**src/rtl/pipe_hazard_ctrl.sv**
```systemverilog
// Stall/flush scheduler for the 5-stage rv32i pipeline: load-use, taken-branch
// and multi-cycle dmem hazards, with a dmem wait timeout trap and perf counters.
module pipe_hazard_ctrl #(
  parameter int unsigned MEM_TIMEOUT = 15,
  parameter int unsigned CNT_W       = 32
) (
  input  logic             clk,
  input  logic             rst,
  input  logic [4:0]       rs1_ID,
  input  logic [4:0]       rs2_ID,
  input  logic             use_rs1_ID,
  input  logic             use_rs2_ID,
  input  logic [4:0]       dest_EX,
  input  logic             regwen_EX,
  input  logic             memread_EX,
  input  logic             branch_taken_EX,
  input  logic             dmem_req_MEM,
  input  logic             dmem_ready,
  output logic             hold_IF,
  output logic             hold_ID,
  output logic             hold_EX,
  output logic             flush_ID,
  output logic             flush_EX,
  output logic             bubble_WB,
  output logic             redirect_en,
  output logic             mem_err,
  output logic [CNT_W-1:0] stall_cnt,
  output logic [CNT_W-1:0] flush_cnt
);

  localparam int unsigned WAIT_W = 8;

  typedef enum logic [1:0] {RUN, MWAIT, ERR} state_e;

  state_e             state_q, state_d;
  logic [WAIT_W-1:0]  wait_cnt_q, wait_cnt_d;
  logic [CNT_W-1:0]   stall_cnt_q, stall_cnt_d;
  logic [CNT_W-1:0]   flush_cnt_q, flush_cnt_d;
  logic               mem_err_q, mem_err_d;

  logic lu, mw, frz, do_run;

  always_comb begin
    lu = memread_EX & regwen_EX & (dest_EX != 5'd0) &
         ((use_rs1_ID & (rs1_ID == dest_EX)) | (use_rs2_ID & (rs2_ID == dest_EX)));
    mw = dmem_req_MEM & ~dmem_ready;
  end

  // Next state and zero-latency pipeline controls
  always_comb begin
    state_d     = state_q;
    wait_cnt_d  = wait_cnt_q;
    mem_err_d   = mem_err_q;
    frz         = 1'b0;
    do_run      = 1'b0;
    hold_IF     = 1'b0;
    hold_ID     = 1'b0;
    hold_EX     = 1'b0;
    flush_ID    = 1'b0;
    flush_EX    = 1'b0;
    bubble_WB   = 1'b0;
    redirect_en = 1'b0;

    case (state_q)
      RUN: do_run = 1'b1;
      MWAIT: begin
        if (dmem_ready) begin
          // Release the freeze and resolve the deferred EX hazard this cycle
          do_run     = 1'b1;
          state_d    = RUN;
          wait_cnt_d = '0;
        end else begin
          frz = 1'b1;
          if (wait_cnt_q == WAIT_W'(MEM_TIMEOUT)) begin
            state_d   = ERR;
            mem_err_d = 1'b1;
          end else begin
            wait_cnt_d = wait_cnt_q + WAIT_W'(1);
          end
        end
      end
      ERR:     frz = 1'b1;
      default: state_d = RUN;
    endcase

    if (do_run) begin
      if (mw) begin
        frz        = 1'b1;
        state_d    = MWAIT;
        wait_cnt_d = WAIT_W'(1);
      end else if (branch_taken_EX) begin
        flush_ID    = 1'b1;
        flush_EX    = 1'b1;
        redirect_en = 1'b1;
      end else if (lu) begin
        hold_IF  = 1'b1;
        flush_EX = 1'b1;
      end
    end

    if (frz) begin
      hold_IF   = 1'b1;
      hold_ID   = 1'b1;
      hold_EX   = 1'b1;
      bubble_WB = 1'b1;
    end

    if (rst) begin
      hold_IF     = 1'b0;
      hold_ID     = 1'b0;
      hold_EX     = 1'b0;
      flush_ID    = 1'b0;
      flush_EX    = 1'b0;
      bubble_WB   = 1'b0;
      redirect_en = 1'b0;
    end

    stall_cnt_d = stall_cnt_q;
    flush_cnt_d = flush_cnt_q;
    if (hold_IF && (stall_cnt_q != '1)) stall_cnt_d = stall_cnt_q + CNT_W'(1);
    if (redirect_en && (flush_cnt_q != '1)) flush_cnt_d = flush_cnt_q + CNT_W'(1);
  end

  always_ff @(posedge clk or posedge rst) begin
    if (rst) begin
      state_q     <= RUN;
      wait_cnt_q  <= '0;
      stall_cnt_q <= '0;
      flush_cnt_q <= '0;
      mem_err_q   <= 1'b0;
    end else begin
      state_q     <= state_d;
      wait_cnt_q  <= wait_cnt_d;
      stall_cnt_q <= stall_cnt_d;
      flush_cnt_q <= flush_cnt_d;
      mem_err_q   <= mem_err_d;
    end
  end

  assign mem_err   = mem_err_q;
  assign stall_cnt = stall_cnt_q;
  assign flush_cnt = flush_cnt_q;

endmodule

```
**config.mk**
```make
export PLATFORM = sky130hd
export DESIGN_NAME = pipe_hazard_ctrl
export DESIGN_NICKNAME = d
export VERILOG_FILES = /design/src/rtl/pipe_hazard_ctrl.sv
export SDC_FILE = /design/constraint.sdc
export NUM_CORES = 1
export LEC_CHECK = 0
export CORE_MARGIN = 4
export CORE_UTILIZATION = 30
export DETAILED_ROUTE_END_ITERATION = 8
export HOLD_SLACK_MARGIN = 0.02
export SETUP_SLACK_MARGIN = 0.2
export SLEW_MARGIN = 20
export SYNTH_ARGS = -nofsm -noshare
export SYNTH_HDL_FRONTEND = slang
export SYNTH_SLANG_ARGS = --single-unit
```
**constraint.sdc**
```tcl
create_clock -name clk -period 7.94 [get_ports clk]
set_clock_uncertainty 0.15 [all_clocks]
set_input_delay 1.588 -clock clk [delete_from_list [all_inputs] [get_ports clk]]
set_output_delay 1.588 -clock clk [all_outputs]
set_load 0.02 [all_outputs]
```
==> results.yml <==
outcome:
  outcome: "complete, no violations"
global_routing:
  grt_pass1_vias: 3245
  grt_max_degree: 76
  antenna_found_initial: 0
  grt_usage_pct: 13.2
  use_met2_pct: 21.5
  grt_pass1_wl_um: 16000
  grt_overflow: 0
  grt_busiest_layer: "met2"
  grt_util_met3_pct: 4.59
  grt_use_met1_pct: 16.9
sta:
  finalHoldViolations: 0
  tightest_slew_ns: 0.968
  finalSetupTns_ns: 0
  finalCritPeriodShare_pct: 72.2
  maxSlewViolCount: 0
  clock.fmax_mhz: 174
  layout_min_cycle_time_ns: 5.73
  maxSlewHeadroom_pct: 34.9
  grt_setup_unrepaired: "false"
  setup_violations: 0
setup_path:
  path_delay_family: "buffers and inverters"
  required_ns: 6.20
  critPathLaunchType: "input port"
  crit_type: "input port to output pin"
  crit_buf_inv: 4
  cpPeakStageDelay_ns: 0.54
  arrival_ns: 4.00
  path_cells: "clkdlybuf4s50_1 > or3_1 > o311a_1 > a41oi_2 > buf_4 > inv_1 > clkdlybuf4s50_1"
  cpMostUsedCell: "clkdlybuf4s50_1"
  end_kind: "output pin"
  critPathSlowestCell: "clkdlybuf4s50_1"
  cp_max_fo: 33
power:
  power_density_nw_per_um2: 207
  p_seq_share_pct: 41.0
  p_switching_uw: 328
  combPwrFrac_pct: 22.2
  ir_drop_v: 0.000206
  clock_power_share_pct: 36.8
  p_leak_uw: 0.00238
  p_sw_share_pct: 29.2
  power_uw: 1120
  p_int_uw: 794
cells_and_area:
  area_growth_pct: 35.1
  antenna_cells: 0
  layout-drive-gt1-share_pct: 8.08
  layout.nets: 523
  nFillCells: 1266
logic_synthesis:
  synth_seq_cells: 75
  synth-edff-count: 0
  yosysWarnings: 0
  syn_inst: 398
  synth.top_cell.area_share_pct: 46.7
  syn_area_um2: 4020
  syn_area_per_cell_um2: 10.1
  synthArstFlopShare_pct: 100
  syn_nets: 429
  synth_area_leaders: "dfrtp_1 47%, xor2_1 10%, xnor2_1 5.5%"
  seq_area_frac_synth_pct: 46.7
  synth_top_cell_by_area: "dfrtp_1"
  synth_cell_types: 50
  synthFlopType: "dfrtp_1"
floorplan:
  die_h_um: 124
  initial_core_util_pct: 30.4
  io_pins: 96
  die_area_um2: 15300
  design.core.area_um2: 13200
  rows: 42
  fp.dieW_um: 124
job:
  drv_cap: 0
clock_network:
  post_cts_buffers: 0
  path_clk_slew_ns: 0.06
  cts_tree: "built"
  clk_latency_ns: 0.33
  cts_hold_buf: 0
  cts_root_buffer: "clkbuf_16"
  cts.htree.levels: 3
  cts_sinks: 75
  cts_resized: 0
  cts_buffer_depth: 2
  cts_buffers: 9
detailed_routing:
  ant_nets: 0
  wl_per_cell_um: 14.4
  drtIter0Drc: 174
  vias: 3264
  drc: 0
  wirelength_um: 9670
  vias_per_cell: 4.86
  dr.pass1.iters: 4
worst_hold_path:
  hold_class: "flop to flop"
placed_design:
  gp_congestion: 0.797
  dp_hpwl_um: 6970
  io_buffers: 95
## path summary, 6_finish.rpt
kind                            slack, ns  depth (start not counted)          start       endpoint
min in group asynchronous            1.82                          3            rst  wait_cnt_q[0]
worst min-delay path                 0.33                          1        mem_err        mem_err
worst min register to register       0.33                          1        mem_err        mem_err
worst max-delay path                 2.21                          7     dest_EX[0]        hold_IF
max in group asynchronous            5.21                          3            rst  stall_cnt[21]
worst max register to register       4.82                          7  stall_cnt[11]   stall_cnt[1]
## worst reg2reg max path, cell delays in order (launching register included)
cell,delay (ns)
dfrtp_1,0.43
and3_1,0.44
nand2_1,0.10
or4_4,0.50
nor3_2,0.65
buf_4,0.35
nor2_2,0.08
mux2_4,0.30
## layer usage
layer,share of wire [%],up-vias,wire (um)
li1,-,1610,-
met1,46,1568,4420
met2,48,80,4640
met3,5.7,6,547
met4,0.65,0,63
met5,0,-,0
## placed cells by master, fill, tap and decap left out, types with 7 or more instances in the layout
cell and count:
a21oi_1 12, ha_1 7, nor2_1 21, nor3_1 23
inv_1 9, and3_1 10, xnor2_1 25, nand3_1 22
nand2_1 33, nand4_1 20, nor4_1 12, clkdlybuf4s50_1 95
clkbuf_16 9, and4_1 8, dfrtp_1 75, xor2_1 46
## final cells by class
cell class,count,area (um2),share of cell area (%)
inverters,10,37.5,0.692
flip-flops and latches,75,1880,34.6
clock buffers,12,267,4.91
well taps,176,220,4.06
clock inverters,2,35.0,0.646
repair buffers,98,973,17.9
multi-input cells,298,2020,37.2
## metrics by stage
stage	hold slack, ns	worst slack [ns]	instance area [um2]	std cells	utilization (%)
after CTS	0.337	2.21	5430	671	41.1
after floorplan	0.335	3.20	4020	398	-
final	0.329	2.21	5430	671	41.1
after detailed placement	0.318	2.21	5120	657	38.8
after global placement	0.325	2.20	5120	657	38.8
after global routing	0.357	2.08	5430	671	41.1
## power groups by stage
stage	Sequential (uW)	Combinational (uW)	Clock, uW
final	460	249	413
after global routing	467	277	444
after CTS	460	253	423
after detailed placement	464	251	0
after global placement	463	244	0
after floorplan	482	130	0
## state kept, by name (all words and copies together), names as in the netlist
signal	flops
flush_cnt	32
mem_err	1
wait_cnt_q	8
state_q	2
stall_cnt	32
## cells in the mapped netlist (2+ instances only)
cell / number
or4_4: 3
nor3b_1: 2
buf_2: 8
a211oi_1: 2
ha_1: 7
or3_1: 3
a311oi_1: 2
nor4b_1: 5
and4_1: 8
o21ai_0: 4
buf_4: 5
nor4_1: 12
nand2_1: 33
and2_1: 4
nand3_1: 22
or4_1: 2
nor2b_1: 3
xor2_1: 46
a31o_2: 2
nand4_1: 20
nor3_1: 23
or2_2: 2
nor2_2: 3
nor3_2: 2
nor2_1: 21
xnor2_1: 25
dfrtp_1: 75
a21oi_1: 12
o22ai_1: 2
clkbuf_1: 2
and3_1: 10
inv_1: 10
## cell families (layout without fill, tap and decap cells)
logic type	Yosys count	in the layout	share of synthesized area [%]
and+or+nand+nor	187	187	26.7
DFF	75	75	46.7
xor gates and xnor gates	71	71	15.5
AOI/OAI and AO/OA	31	31	5.20
buffers and inverters	25	122	3.05
adders and majority gates	7	7	2.18
muxes	2	2	0.654
Power figures use the tool's default switching activity.
